==> src/rtl/vga_timing_pkg.sv <==
// Shared 640x480 @ 60 Hz VGA timing constants and sync-flag types.
package vga_timing_pkg;

  // Counter width and pixel-clock divider defaults
  localparam int BUS_PIXELES = 10;
  localparam int TICK_DIV    = 4;

  // Horizontal timing in pixels
  localparam int H_DISPLAY = 640;
  localparam int H_FP      = 16;
  localparam int H_SYNC    = 96;
  localparam int H_BP      = 48;
  localparam int H_TOTAL   = H_DISPLAY + H_FP + H_SYNC + H_BP;

  // Vertical timing in lines
  localparam int V_DISPLAY = 480;
  localparam int V_FP      = 10;
  localparam int V_SYNC    = 2;
  localparam int V_BP      = 33;
  localparam int V_TOTAL   = V_DISPLAY + V_FP + V_SYNC + V_BP;

  // Inclusive sync-pulse windows (first and last counter value held low)
  localparam int H_SYNC_START = H_DISPLAY + H_FP;
  localparam int H_SYNC_END   = H_SYNC_START + H_SYNC - 1;
  localparam int V_SYNC_START = V_DISPLAY + V_FP;
  localparam int V_SYNC_END   = V_SYNC_START + V_SYNC - 1;

  // Registered per-pixel flags that travel together with the counters
  typedef struct packed {
    logic video_on;
    logic hsync;
    logic vsync;
  } sync_flags_t;

  // Idle state of the flags: blanked video, both syncs inactive (high)
  localparam sync_flags_t SYNC_FLAGS_IDLE = '{video_on: 1'b0, hsync: 1'b1, vsync: 1'b1};

endpackage

==> src/rtl/pixel_tick_gen.sv <==
// Pixel-rate strobe: one-clk pulse every TICK_DIV system clocks.
module pixel_tick_gen #(
  parameter int TICK_DIV = 4
) (
  input  logic clk,
  input  logic reset,
  output logic p_tick
);

  // TICK_DIV must be at least 2, so DW is always at least 1
  localparam int DW = $clog2(TICK_DIV);
  localparam logic [DW-1:0] DIV_LAST = DW'(TICK_DIV - 1);

  logic [DW-1:0] div;

  // Free-running mod-TICK_DIV counter, cleared by the active-low reset
  always_ff @(posedge clk or negedge reset) begin
    if (!reset) begin
      div <= '0;
    end else if (div == DIV_LAST) begin
      div <= '0;
    end else begin
      div <= div + DW'(1);
    end
  end

  assign p_tick = (div == DIV_LAST);

endmodule

==> src/rtl/vga_sincronizador.sv <==
// VGA sync generator: pixel/line counters, registered hsync/vsync/video_on.
module vga_sincronizador #(
  parameter int bus_pixeles = vga_timing_pkg::BUS_PIXELES,
  parameter int TICK_DIV    = vga_timing_pkg::TICK_DIV,
  parameter int H_DISPLAY   = vga_timing_pkg::H_DISPLAY,
  parameter int H_FP        = vga_timing_pkg::H_FP,
  parameter int H_SYNC      = vga_timing_pkg::H_SYNC,
  parameter int H_BP        = vga_timing_pkg::H_BP,
  parameter int V_DISPLAY   = vga_timing_pkg::V_DISPLAY,
  parameter int V_FP        = vga_timing_pkg::V_FP,
  parameter int V_SYNC      = vga_timing_pkg::V_SYNC,
  parameter int V_BP        = vga_timing_pkg::V_BP
) (
  input  logic                   clk,
  input  logic                   reset,
  output logic                   p_tick,
  output logic [bus_pixeles-1:0] pixel_x,
  output logic [bus_pixeles-1:0] pixel_y,
  output logic                   video_on,
  output logic                   hsync,
  output logic                   vsync
);

  typedef logic [bus_pixeles-1:0] pix_t;

  // Timing limits derived from this instance's parameters
  localparam int   H_TOT      = H_DISPLAY + H_FP + H_SYNC + H_BP;
  localparam int   V_TOT      = V_DISPLAY + V_FP + V_SYNC + V_BP;
  localparam pix_t H_LAST     = pix_t'(H_TOT - 1);
  localparam pix_t V_LAST     = pix_t'(V_TOT - 1);
  localparam pix_t H_VIS_LAST = pix_t'(H_DISPLAY - 1);
  localparam pix_t V_VIS_LAST = pix_t'(V_DISPLAY - 1);
  localparam pix_t HS_FIRST   = pix_t'(H_DISPLAY + H_FP);
  localparam pix_t HS_LAST    = pix_t'(H_DISPLAY + H_FP + H_SYNC - 1);
  localparam pix_t VS_FIRST   = pix_t'(V_DISPLAY + V_FP);
  localparam pix_t VS_LAST    = pix_t'(V_DISPLAY + V_FP + V_SYNC - 1);

  pix_t                        x_next;
  pix_t                        y_next;
  vga_timing_pkg::sync_flags_t flags_next;
  vga_timing_pkg::sync_flags_t flags_q;

  pixel_tick_gen #(
    .TICK_DIV (TICK_DIV)
  ) u_tick (
    .clk    (clk),
    .reset  (reset),
    .p_tick (p_tick)
  );

  // Next counter position: advance one pixel per tick, wrapping line and frame
  always_comb begin
    x_next = pixel_x;
    y_next = pixel_y;
    if (p_tick) begin
      if (pixel_x == H_LAST) begin
        x_next = '0;
        if (pixel_y == V_LAST) begin
          y_next = '0;
        end else begin
          y_next = pixel_y + pix_t'(1);
        end
      end else begin
        x_next = pixel_x + pix_t'(1);
      end
    end
  end

  // Decode the next position so the registered flags land with the counters
  always_comb begin
    flags_next          = vga_timing_pkg::SYNC_FLAGS_IDLE;
    flags_next.video_on = (x_next <= H_VIS_LAST) && (y_next <= V_VIS_LAST);
    flags_next.hsync    = !((x_next >= HS_FIRST) && (x_next <= HS_LAST));
    flags_next.vsync    = !((y_next >= VS_FIRST) && (y_next <= VS_LAST));
  end

  // Counter and flag registers, forced to the idle position while in reset
  always_ff @(posedge clk or negedge reset) begin
    if (!reset) begin
      pixel_x <= '0;
      pixel_y <= '0;
      flags_q <= vga_timing_pkg::SYNC_FLAGS_IDLE;
    end else begin
      pixel_x <= x_next;
      pixel_y <= y_next;
      flags_q <= flags_next;
    end
  end

  assign video_on = flags_q.video_on;
  assign hsync    = flags_q.hsync;
  assign vsync    = flags_q.vsync;

endmodule

==> config.mk <==
export PLATFORM = sky130hd
export DESIGN_NAME = vga_sincronizador
export DESIGN_NICKNAME = d
export VERILOG_FILES = /design/src/rtl/vga_timing_pkg.sv /design/src/rtl/pixel_tick_gen.sv /design/src/rtl/vga_sincronizador.sv
export SDC_FILE = /design/constraint.sdc
export NUM_CORES = 1
export LEC_CHECK = 0
export ABC_AREA = 1
export BUFFER_PORTS_ARGS = -buffer_cell sky130_fd_sc_hd__buf_2
export CORE_MARGIN = 4
export CORE_UTILIZATION = 30
export CTS_CLUSTER_SIZE = 25
export DETAILED_ROUTE_END_ITERATION = 8
export GPL_ROUTABILITY_DRIVEN = 0
export HOLD_SLACK_MARGIN = 0.02
export PLACE_DENSITY = 0.54
export SLEW_MARGIN = 25
export SYNTH_ARGS = -nofsm -noshare
export SYNTH_HDL_FRONTEND = slang
export SYNTH_HIERARCHICAL = 1
export SYNTH_SLANG_ARGS = --single-unit
==> constraint.sdc <==
create_clock -name clk -period 2.2 [get_ports clk]
set_input_delay 0.33 -clock clk [delete_from_list [all_inputs] [get_ports clk]]
set_output_delay 0.33 -clock clk [all_outputs]
set_load 0.03 [all_outputs]
==> impl_metrics.json, run 1 <==
{
  "ant_nets": 0,
  "die_area_sq_um": 6673,
  "ir_drop_mv": 0.3426,
  "row_count": 26,
  "fin_worst_skew_ps": 2.091,
  "finalNonFillerCells": 319,
  "fp.coreArea_sq_um": 5172,
  "ys_seq_area_share_pct": 38.56,
  "p_clk_share_pct": 36.6,
  "clk_latency_ps": 260,
  "synth-seq-cells": 25,
  "switchingPower_mw": 0.1500,
  "die_h_um": 81.69,
  "finalHoldViolCount": 0,
  "crit_type": "reg2reg",
  "drv_slew": 0,
  "die_width_um": 81.69,
  "drt_iter0_drc": 74,
  "endpoint_kind": "flop",
  "cts_resized": 0,
  "vias_per_cell": 4.445,
  "cts_setup_buffers": 0,
  "stdcell_area_sq_um": 1879,
  "rsz0062_at_grt": "no",
  "dpl_worst_slack_ps": 427.5,
  "crit_start": "pixel_x[0]$_DFF_PN0_",
  "firstDrtPassIters": 4,
  "num_antenna_cells": 0,
  "drc": 0,
  "timing.hold.ws_ps": 53.41,
  "tightestPinTransition_ps": 582.6,
  "num-fill-cells": 563,
  "start_util_pct": 31.49,
  "syn_nets": 226,
  "fmax_mhz": 565.1,
  "tritoncts": "built",
  "ys_warn_count": 6,
  "async_reset_ff_share_pct": 100.0,
  "finalWorstSetupSlack_ps": 430.3,
  "clock-sinks": 25,
  "setup_viol": 0,
  "grt_antenna_before_repair": 0,
  "cp_data_required_time_ps": 2370,
  "cp.arrival_ps": 1940,
  "period_minus_slack_ps": 1770,
  "grt_overflow": 0,
  "netSwitchingFraction_pct": 20.29,
  "slew_headroom_pct": 61.16,
  "p_per_area_nw_per_um2": 393.4,
  "synth_edf_count": 0,
  "cts_hold_buffers": 0,
  "hold_path.class": "in2async",
  "grt_usage_pct": 13.00,
  "layout-drive-gt1-share_pct": 24.10,
  "htree_levels": 1,
  "placed_cells": 315,
  "post-route-util_pct": 36.33,
  "reg2reg_from": "pixel_x[0]$_DFF_PN0_",
  "area_growth_pct": 15.36,
  "io_pins": 26,
  "numCtsBuffers": 3,
  "netlist_instances": 220,
  "wire_per_inst_um": 11.94,
  "grt_pass1_wl_mm": 6.693,
  "layout.nets": 256,
  "io_buffers": 25,
  "dpl.hpwl_mm": 2.996,
  "postSynthAreaPerCell_sq_um": 7.405,
  "cts_buffer_depth": 2,
  "cts_root_buffer": "clkbuf_8",
  "placed_area_sq_um": 1834,
  "tns_ps": 0,
  "dr_total_vias": 1418,
  "seq_power_share_pct": 62.1,
  "routed_wl_mm": 3.808,
  "synth_area_sq_um": 1629,
  "p_int_mw": 0.5893,
  "post-route-period-util_pct": 80.44,
  "cp-start-kind": "flop",
  "p_leak_nw": 0.9888,
  "maxCapViolCount": 0,
  "grt_max_degree": 26,
  "total_power_mw": 0.7392,
  "ys_types": 28,
  "synth_flop_cell": "dfrtp_1",
  "pwr-share-comb_pct": 1.3,
  "crit_fanout": 10,
  "clkTransAtPathRegs_ps": 80,
  "status": "completed",
  "grt_pass1_vias": 1416
}
power by group through the flow:
stage	registers [mW]	clock network [mW]	logic [mW]
6_report	0.459	0.270	0.00960
5_1_grt	0.459	0.308	0.0121
4_1_cts	0.459	0.289	0.0108
3_5_place_dp	0.468	0	0.0108
3_3_place_gp	0.468	0	0.0107
2_1_floorplan	0.468	0	0.000000523
worst max-delay path, cell delays in order (launching register included):
cell and delay (ps):
dfrtp_1 410, ha_1 230, nand4_2 140, nor2_4 310
nand3_2 90, nand2_1 70, nand2_1 80, nor2_2 130
nand3_1 120, nand2_1 70, inv_1 30
synth_stat cells, types with 3 or more instances:
library cell / number / area share (%)
dfrtp_1: 23 / 35
nand2_1: 57 / 13
nand3_2: 4 / 2.5
nor2_2: 7 / 2.7
nand2_2: 4 / 1.5
nand4_1: 10 / 3.8
o21ai_0: 3 / 0.92
ha_1: 4 / 3.1
nor2_1: 22 / 5.1
nor3_1: 4 / 1.2
inv_2: 3 / 0.69
nor2_4: 4 / 2.8
inv_1: 40 / 9.2
nand3_1: 15 / 4.6
area by class of cell:
| class | instances | area [sq um] | share of cell area (%) |
|---|---|---|---|
| Inverter | 44 | 170.2 | 9.055 |
| Timing Repair Buffer | 27 | 140.1 | 7.457 |
| Clock buffer | 4 | 45.04 | 2.397 |
| Multi-Input combinational cell | 149 | 808.3 | 43.01 |
| Sequential cell | 25 | 628.1 | 33.42 |
| Tap cell | 70 | 87.58 | 4.660 |
final timing paths:
kind | slack (ps) | to | cells past startpoint
setup / recovery | 430 | video_on$_DFF_PN0_ | 10
hold / removal | 50 | pixel_x[2]$_DFF_PN0_ | 1
setup reg to reg | 430 | video_on$_DFF_PN0_ | 10
hold reg to reg | 440 | u_tick/div[0]$_DFF_PN0_ | 1
max in group asynchronous | 1760 | pixel_y[8]$_DFF_PN0_ | 1
min in group clk | 440 | u_tick/div[0]$_DFF_PN0_ | 1
routing by layer:
layer  GRT usage (%)  wire length, um
met1           17.97             1942
met2           21.34             1698
met3           3.070              151
met4           1.495               15
met5               0                0
sequential cells by signal, summed over array words and instances, names as in the netlist:
name	count
pixel_x	10
pixel_y	10
u_tick/div	2
hsync	1
video_on	1
vsync	1
placed cells by master (no fill, tap or decap), types with 4 or more instances in the layout:
cell type  instances
nor2_2             7
nor2_1            22
nor3_1             4
ha_1               4
nand4_1           10
inv_1             40
buf_2             25
nand2_1           57
nand2_2            4
nand3_1           15
nor2_4             4
nand3_2            4
dfrtp_1           23
logic make-up (layout without fill, tap and decap cells):
group                      after synthesis  after routing  share of synthesized area, %
AOI/OAI and AO/OA                       11             11                         4.762
buffers and inverters                   46             75                         11.83
xor gates and xnor gates                 4              4                         2.151
adders and majority gates                4              4                         3.072
and+or+nand+nor                        130            130                         39.63
DFF                                     25             25                         38.56
No activity file was read; power rests on OpenSTA's default activity.
==> run 2, diff against run 1 <==
- ABC_AREA: 1 -> 0
- PLACE_DENSITY: 0.54 -> 0.55
- clock period: 2.2 -> 1.85 ns (I/O delays scaled with it)
==> run 2 against run 1 <==
The flow now finishes with violations (negative setup slack). Clock power up 22%. Count of clock-buffer cells in the layout unchanged. Maximum frequency down 6.0%. First-iteration DRC count up 65%. Register-to-register slack worse by 460 ps. Wire length down 4.1%. Worst hold slack better by 480 ps. Synthesized area down 18%. Highest routed layer unchanged. Design area up 6.2%. Total power up 20%. Flip-flop and latch count unchanged.
==> impl_metrics.json, run 2 <==
{
  "async_reset_ff_share_pct": 100.0,
  "die_width_um": 74.65,
  "dpl_worst_slack_ps": -45.43,
  "fin_worst_skew_ps": 8.278,
  "io_pins": 26,
  "final_cell_mix": "34 x buf_4, 26 x buf_2, 15 x nand2_1",
  "violations": "negative setup slack",
  "fp.coreArea_sq_um": 4144,
  "reg2reg_from": "pixel_y[1]$_DFF_PN0_",
  "r2r_slack_ps": -30,
  "synth_flop_cell": "dfrtp_1",
  "grt_antenna_before_repair": 0,
  "synthMuxAreaShare_pct": 0.8451,
  "period_minus_slack_ps": 1882,
  "ant_nets": 0,
  "cts_root_buffer": "clkbuf_8",
  "slew_headroom_pct": 60.76,
  "drt_iter0_drc": 122,
  "cp.arrival_ps": 2090,
  "num_antenna_cells": 0,
  "finalNonFillerCells": 246,
  "placed_cells": 232,
  "dr_total_vias": 1273,
  "grt_max_degree": 26,
  "postSynthAreaPerCell_sq_um": 10.17,
  "grt_pass1_vias": 1294,
  "drc": 0,
  "clk_latency_ps": 270,
  "tritoncts": "built",
  "endpoint_kind": "flop",
  "p_per_area_nw_per_um2": 445.5,
  "synth_compound_area_share_pct": 12.86,
  "die_area_sq_um": 5572,
  "layout-drive-gt1-share_pct": 51.53,
  "io_buffers": 25,
  "crit_type": "reg2reg",
  "synth_most_common_cell": "dfrtp_1",
  "ys_types": 37,
  "synthSimpleGateAreaFrac_pct": 27.61,
  "synth_area_sq_um": 1333,
  "tightestPinTransition_ps": 588.7,
  "largestRegisters": "pixel_x x10, pixel_y x10, u_tick/div x2",
  "p_leak_nw": 0.9035,
  "grt_overflow": 0,
  "clkTransAtPathRegs_ps": 90,
  "syn_nets": 137,
  "synthAdderAreaFrac_pct": 3.756,
  "area_growth_pct": 49.76,
  "crit_fanout": 4,
  "placed_area_sq_um": 1818,
  "synth_top_family_by_area": "simple AND/OR/NAND/NOR gates",
  "firstDrtPassIters": 4,
  "finalWorstSetupSlack_ps": -32.03,
  "reg2regPathDepth": 8,
  "ys_warn_count": 6,
  "wire_per_inst_um": 14.85,
  "yosys.area.top_type_share_pct": 43.19,
  "layout.cells.most_common": "buf_4",
  "synth_edf_count": 0,
  "post-route-period-util_pct": 101.7,
  "crit_start": "pixel_y[1]$_DFF_PN0_",
  "row_count": 23,
  "grt_pass1_wl_mm": 5.982,
  "die_h_um": 74.65,
  "rsz0062_at_grt": "yes",
  "setup_viol": 2,
  "r2r-end": "vsync$_DFF_PN1_",
  "vias_per_cell": 5.175,
  "dpl.hpwl_mm": 2.651,
  "htree_levels": 1,
  "finalHoldViolCount": 0,
  "cp-start-kind": "flop",
  "cts_buffer_depth": 2,
  "numCtsBuffers": 3,
  "synth-seq-cells": 25,
  "cp_data_required_time_ps": 2060,
  "ir_drop_mv": 0.3500,
  "clock-sinks": 25,
  "netlist_instances": 131,
  "synthTopCellsByArea": "dfrtp_1 43%, nand2_1 4.5%, dfstp_2 3.9%",
  "grt_usage_pct": 13.86,
  "stdcell_area_sq_um": 1996,
  "start_util_pct": 32.16,
  "ys_seq_area_share_pct": 47.14,
  "netlist_top_cells_count": "23 x dfrtp_1, 16 x nand2_1, 10 x o21ai_0, 8 x nand3_1, 6 x nor3_1",
  "status": "complete, but fails checks",
  "routed_wl_mm": 3.652,
  "synth-xor-area-share_pct": 5.915,
  "fmax_mhz": 531.3,
  "drv_slew": 0,
  "synth_largest_area_cell": "dfrtp_1",
  "layout.nets": 203,
  "timing.hold.ws_ps": 533.7,
  "hold_path.class": "in2async",
  "maxCapViolCount": 0
}
run 2: cell types whose count changed after synthesis, moves of 4 or more:
cell,delta
nand3_1,-7
nand4_1,-6
nor2_4,-4
o21ai_0,+7
nor2_2,-7
nor2_1,-17
inv_1,-36
nand2_1,-41
nand2_2,-4
run 2: timing repair:
item | 4_1_cts | 5_1_grt
buffers inserted | 6 | 2
pin swaps | 4 | 0
hold buffers | 1 | 0
gates cloned | 1 | 0
hold endpoints to repair | 16 | 0
resized for setup | 5 | 9
setup endpoints to repair | 2 | 5
run 2: how the worst max path moves through the flow:
stage,slack (ps),end
detailed placement,-50,video_on$_DFF_PN0_
CTS,-40,video_on$_DFF_PN0_
floorplan,-2,video_on$_DFF_PN0_
global placement,-2,video_on$_DFF_PN0_
global route,-140,vsync$_DFF_PN1_
finish,-30,vsync$_DFF_PN1_
run 2: per-layer routing:
layer,track usage (%),vias to the layer above,part of all wire (%)
met1,17.21,597,42
li1,-,619,-
met5,0,-,0
met2,23.02,45,49
met3,3.471,12,5.9
met4,5.731,0,3.2
run 2: stage by stage:
step           utilization (%)  TNS, ps  total power, mW
5_1_grt                  48.16   -339.5           0.9212
6_report                 48.16   -46.20           0.8890
3_3_place_gp             43.87   -1.837           0.5692
2_1_floorplan                -   -2.169           0.5569
3_5_place_dp             43.87   -56.42           0.5691
4_1_cts                  46.95   -35.01           0.8966
run 2: cell families (layout without fill, tap and decap cells):
logic type,count (synthesis),in the layout
compound gates,27,27
flops,25,25
fa+ha+maj,4,4
buf+inv,6,71
xor+xnor,9,9
simple gates,59,59
mux,1,1
run 2: worst max-delay path, stage by stage, from the launching register on:
cell and delay, ps:
dfrtp_2 450, inv_2 70, ha_1 130, nand4_1 140, or4b_4 550, nand2_1 90, a31oi_1 130, nor2b_1 170
nand4b_1 100
run 2: cell type report:
| type | instances | area (sq um) |
|---|---|---|
| well taps | 50 | 62.56 |
| fillers | 398 | 2148 |
| inverters | 4 | 17.52 |
| multi-input cells | 100 | 804.5 |
| clock buffers | 4 | 45.04 |
| repair buffers | 63 | 426.7 |
| flip-flops and latches | 25 | 639.4 |
run 2: report_power, final:
group,leakage [nW],total [mW],switching (mW),internal [mW]
logic,0.572,0.0131,0.0110,0.00212
clock network,0.0228,0.330,0.176,0.154
registers,0.309,0.546,0,0.546
total,0.903,0.889,0.187,0.702
==> run 3, diff against run 2 <==
- clock period: 1.85 -> 1.9 ns (I/O delays scaled with it)
==> run 3 against run 2 <==
The run now ends clean. Setup slack improved by 68 ps. First-iteration DRC count decreased by 26%. Clock skew decreased by 7.0 ps. Final cell count decreased by 2.0%. Die area unchanged. Clock power about the same. Count of clock-buffer cells in the layout decreased by 1. Utilization decreased by 1.4 points. Largest cell class unchanged. Critical path type unchanged. Maximum frequency increased by 0.99%. Combinational power decreased by 13%.
==> impl_metrics.json, run 3 (synthesis gave the netlist of run 2 again) <==
{
  "status": "completed",
  "start_util_pct": 32.16,
  "ir_drop_mv": 0.3501,
  "wl_met1_mm": 1.665,
  "maxCapViolCount": 0,
  "dpl.hpwl_mm": 2.611,
  "area_growth_pct": 45.35,
  "tritoncts": "built",
  "reg2regPathDepth": 8,
  "fmax_mhz": 536.6,
  "htree_levels": 1,
  "drc": 0,
  "routed_wl_mm": 3.713,
  "numCtsBuffers": 3,
  "grt_max_degree": 26,
  "num_antenna_cells": 0,
  "final_cell_mix": "31 x buf_4, 25 x buf_2, 16 x dfrtp_1",
  "grt_pass1_wl_mm": 5.878,
  "clk_latency_ps": 270,
  "hold_path.class": "in2async",
  "grt_pass1_vias": 1267,
  "r2r_slack_ps": 40,
  "met3WireLength_um": 170,
  "stdcell_area_sq_um": 1937,
  "layout.cells.most_common": "buf_4",
  "grt_antenna_before_repair": 0,
  "layout.nets": 198,
  "finalWorstSetupSlack_ps": 36.39,
  "dpl_worst_slack_ps": -23.44,
  "fin_worst_skew_ps": 1.249,
  "cp.arrival_ps": 2060,
  "total_power_mw": 0.8709,
  "die_h_um": 74.65,
  "clock-sinks": 25,
  "grt_overflow": 0,
  "wire_per_inst_um": 15.41,
  "largestRegisters": "pixel_x x10, pixel_y x10, u_tick/div x2",
  "drv_slew": 0,
  "setup_viol": 0,
  "p_leak_nw": 0.8848,
  "post-route-period-util_pct": 98.08,
  "firstDrtPassIters": 4,
  "clkTransAtPathRegs_ps": 90,
  "dr_total_vias": 1271,
  "rsz0062_at_grt": "yes",
  "cp-start-kind": "flop",
  "layout-drive-gt1-share_pct": 48.69,
  "row_count": 23,
  "placed_area_sq_um": 1727,
  "top_layer": "met4",
  "timing.hold.ws_ps": 6.680,
  "io_pins": 26,
  "cts_root_buffer": "clkbuf_8",
  "num-fill-cells": 403,
  "tightestPinTransition_ps": 595.7,
  "ant_nets": 0,
  "crit_fanout": 5,
  "io_buffers": 25,
  "cts_buffer_depth": 2,
  "grt_usage_pct": 13.66,
  "p_per_area_nw_per_um2": 449.6,
  "r2r-end": "vsync$_DFF_PN1_",
  "fp.coreArea_sq_um": 4144,
  "endpoint_kind": "flop",
  "reg2reg_from": "pixel_x[5]$_DFF_PN0_",
  "vias_per_cell": 5.274,
  "met2_length_mm": 1.803,
  "finalNonFillerCells": 241,
  "drt_iter0_drc": 90,
  "die_area_sq_um": 5572,
  "crit_type": "reg2reg",
  "cp_data_required_time_ps": 2100,
  "placed_cells": 225,
  "die_width_um": 74.65,
  "finalHoldViolCount": 0,
  "slew_headroom_pct": 60.29,
  "period_minus_slack_ps": 1864
}
==> run 3: cell count changes in the layout (fill, tap and decap cells not counted), moves of 2 or more <==
cell     change
buf_4        -3
dfrtp_1      +2
dfrtp_2      -2
o21ai_2      -2
==> run 3: critical path, stage by stage, from the launching register on <==
cell and delay (ps):
dfrtp_2 410, nand4bb_4 250, nor4_4 280, buf_6 170
buf_4 120, nand3_4 80, o21a_1 200, o22ai_2 150
nand4b_1 120
==> run 3: routing by layer <==
metal | track usage (%) | vias up
met4 | 4.941 | 0
li1 | - | 610
met1 | 17.50 | 613
met3 | 3.338 | 8
met5 | 0 | -
met2 | 22.44 | 40
==> run 3: cell type report <==
class                      instances  area, sq um  area share, %
multi-input combinational        100        795.8          41.09
clock buffer                       3        41.29          2.132
sequential                        25        636.9          32.88
inverter                           4        15.01         0.7752
tap                               50        62.56          3.230
timing repair buffer              58        380.4          19.64
clock inverter                     1        5.005         0.2584
==> run 3: repair_timing <==
item / in CTS / in global routing
buffers inserted: 1 / 10
resized for setup: 2 / 14
setup endpoints to repair: 1 / 3
hold buffers: 0 / 0
pin swaps: 0 / 4
gates cloned: 0 / 1
==> run 3: worst max path at each step <==
stage               slack (ps)                 end                  from
floorplan                    5     vsync$_DFF_PN1_  pixel_x[1]$_DFF_PN0_
global placement            80  video_on$_DFF_PN0_  pixel_x[1]$_DFF_PN0_
detailed placement         -20  video_on$_DFF_PN0_  pixel_x[1]$_DFF_PN0_
CTS                         10  video_on$_DFF_PN0_  pixel_x[6]$_DFF_PN0_
global route              -140  video_on$_DFF_PN0_  pixel_x[5]$_DFF_PN0_
finish                      40     vsync$_DFF_PN1_  pixel_x[5]$_DFF_PN0_
==> run 3: power breakdown <==
part           switching (mW)  internal [mW]
sequential                  0          0.532
combinational          0.0106       0.000736
clock                   0.181          0.147
==> run 3: stage by stage <==
step,setup TNS (ps),utilization [%]
final,0,46.74
after global routing,-213.8,46.74
after CTS,0,43.06
after detailed placement,-23.44,41.67
after global placement,0,41.67
after floorplan,0,-
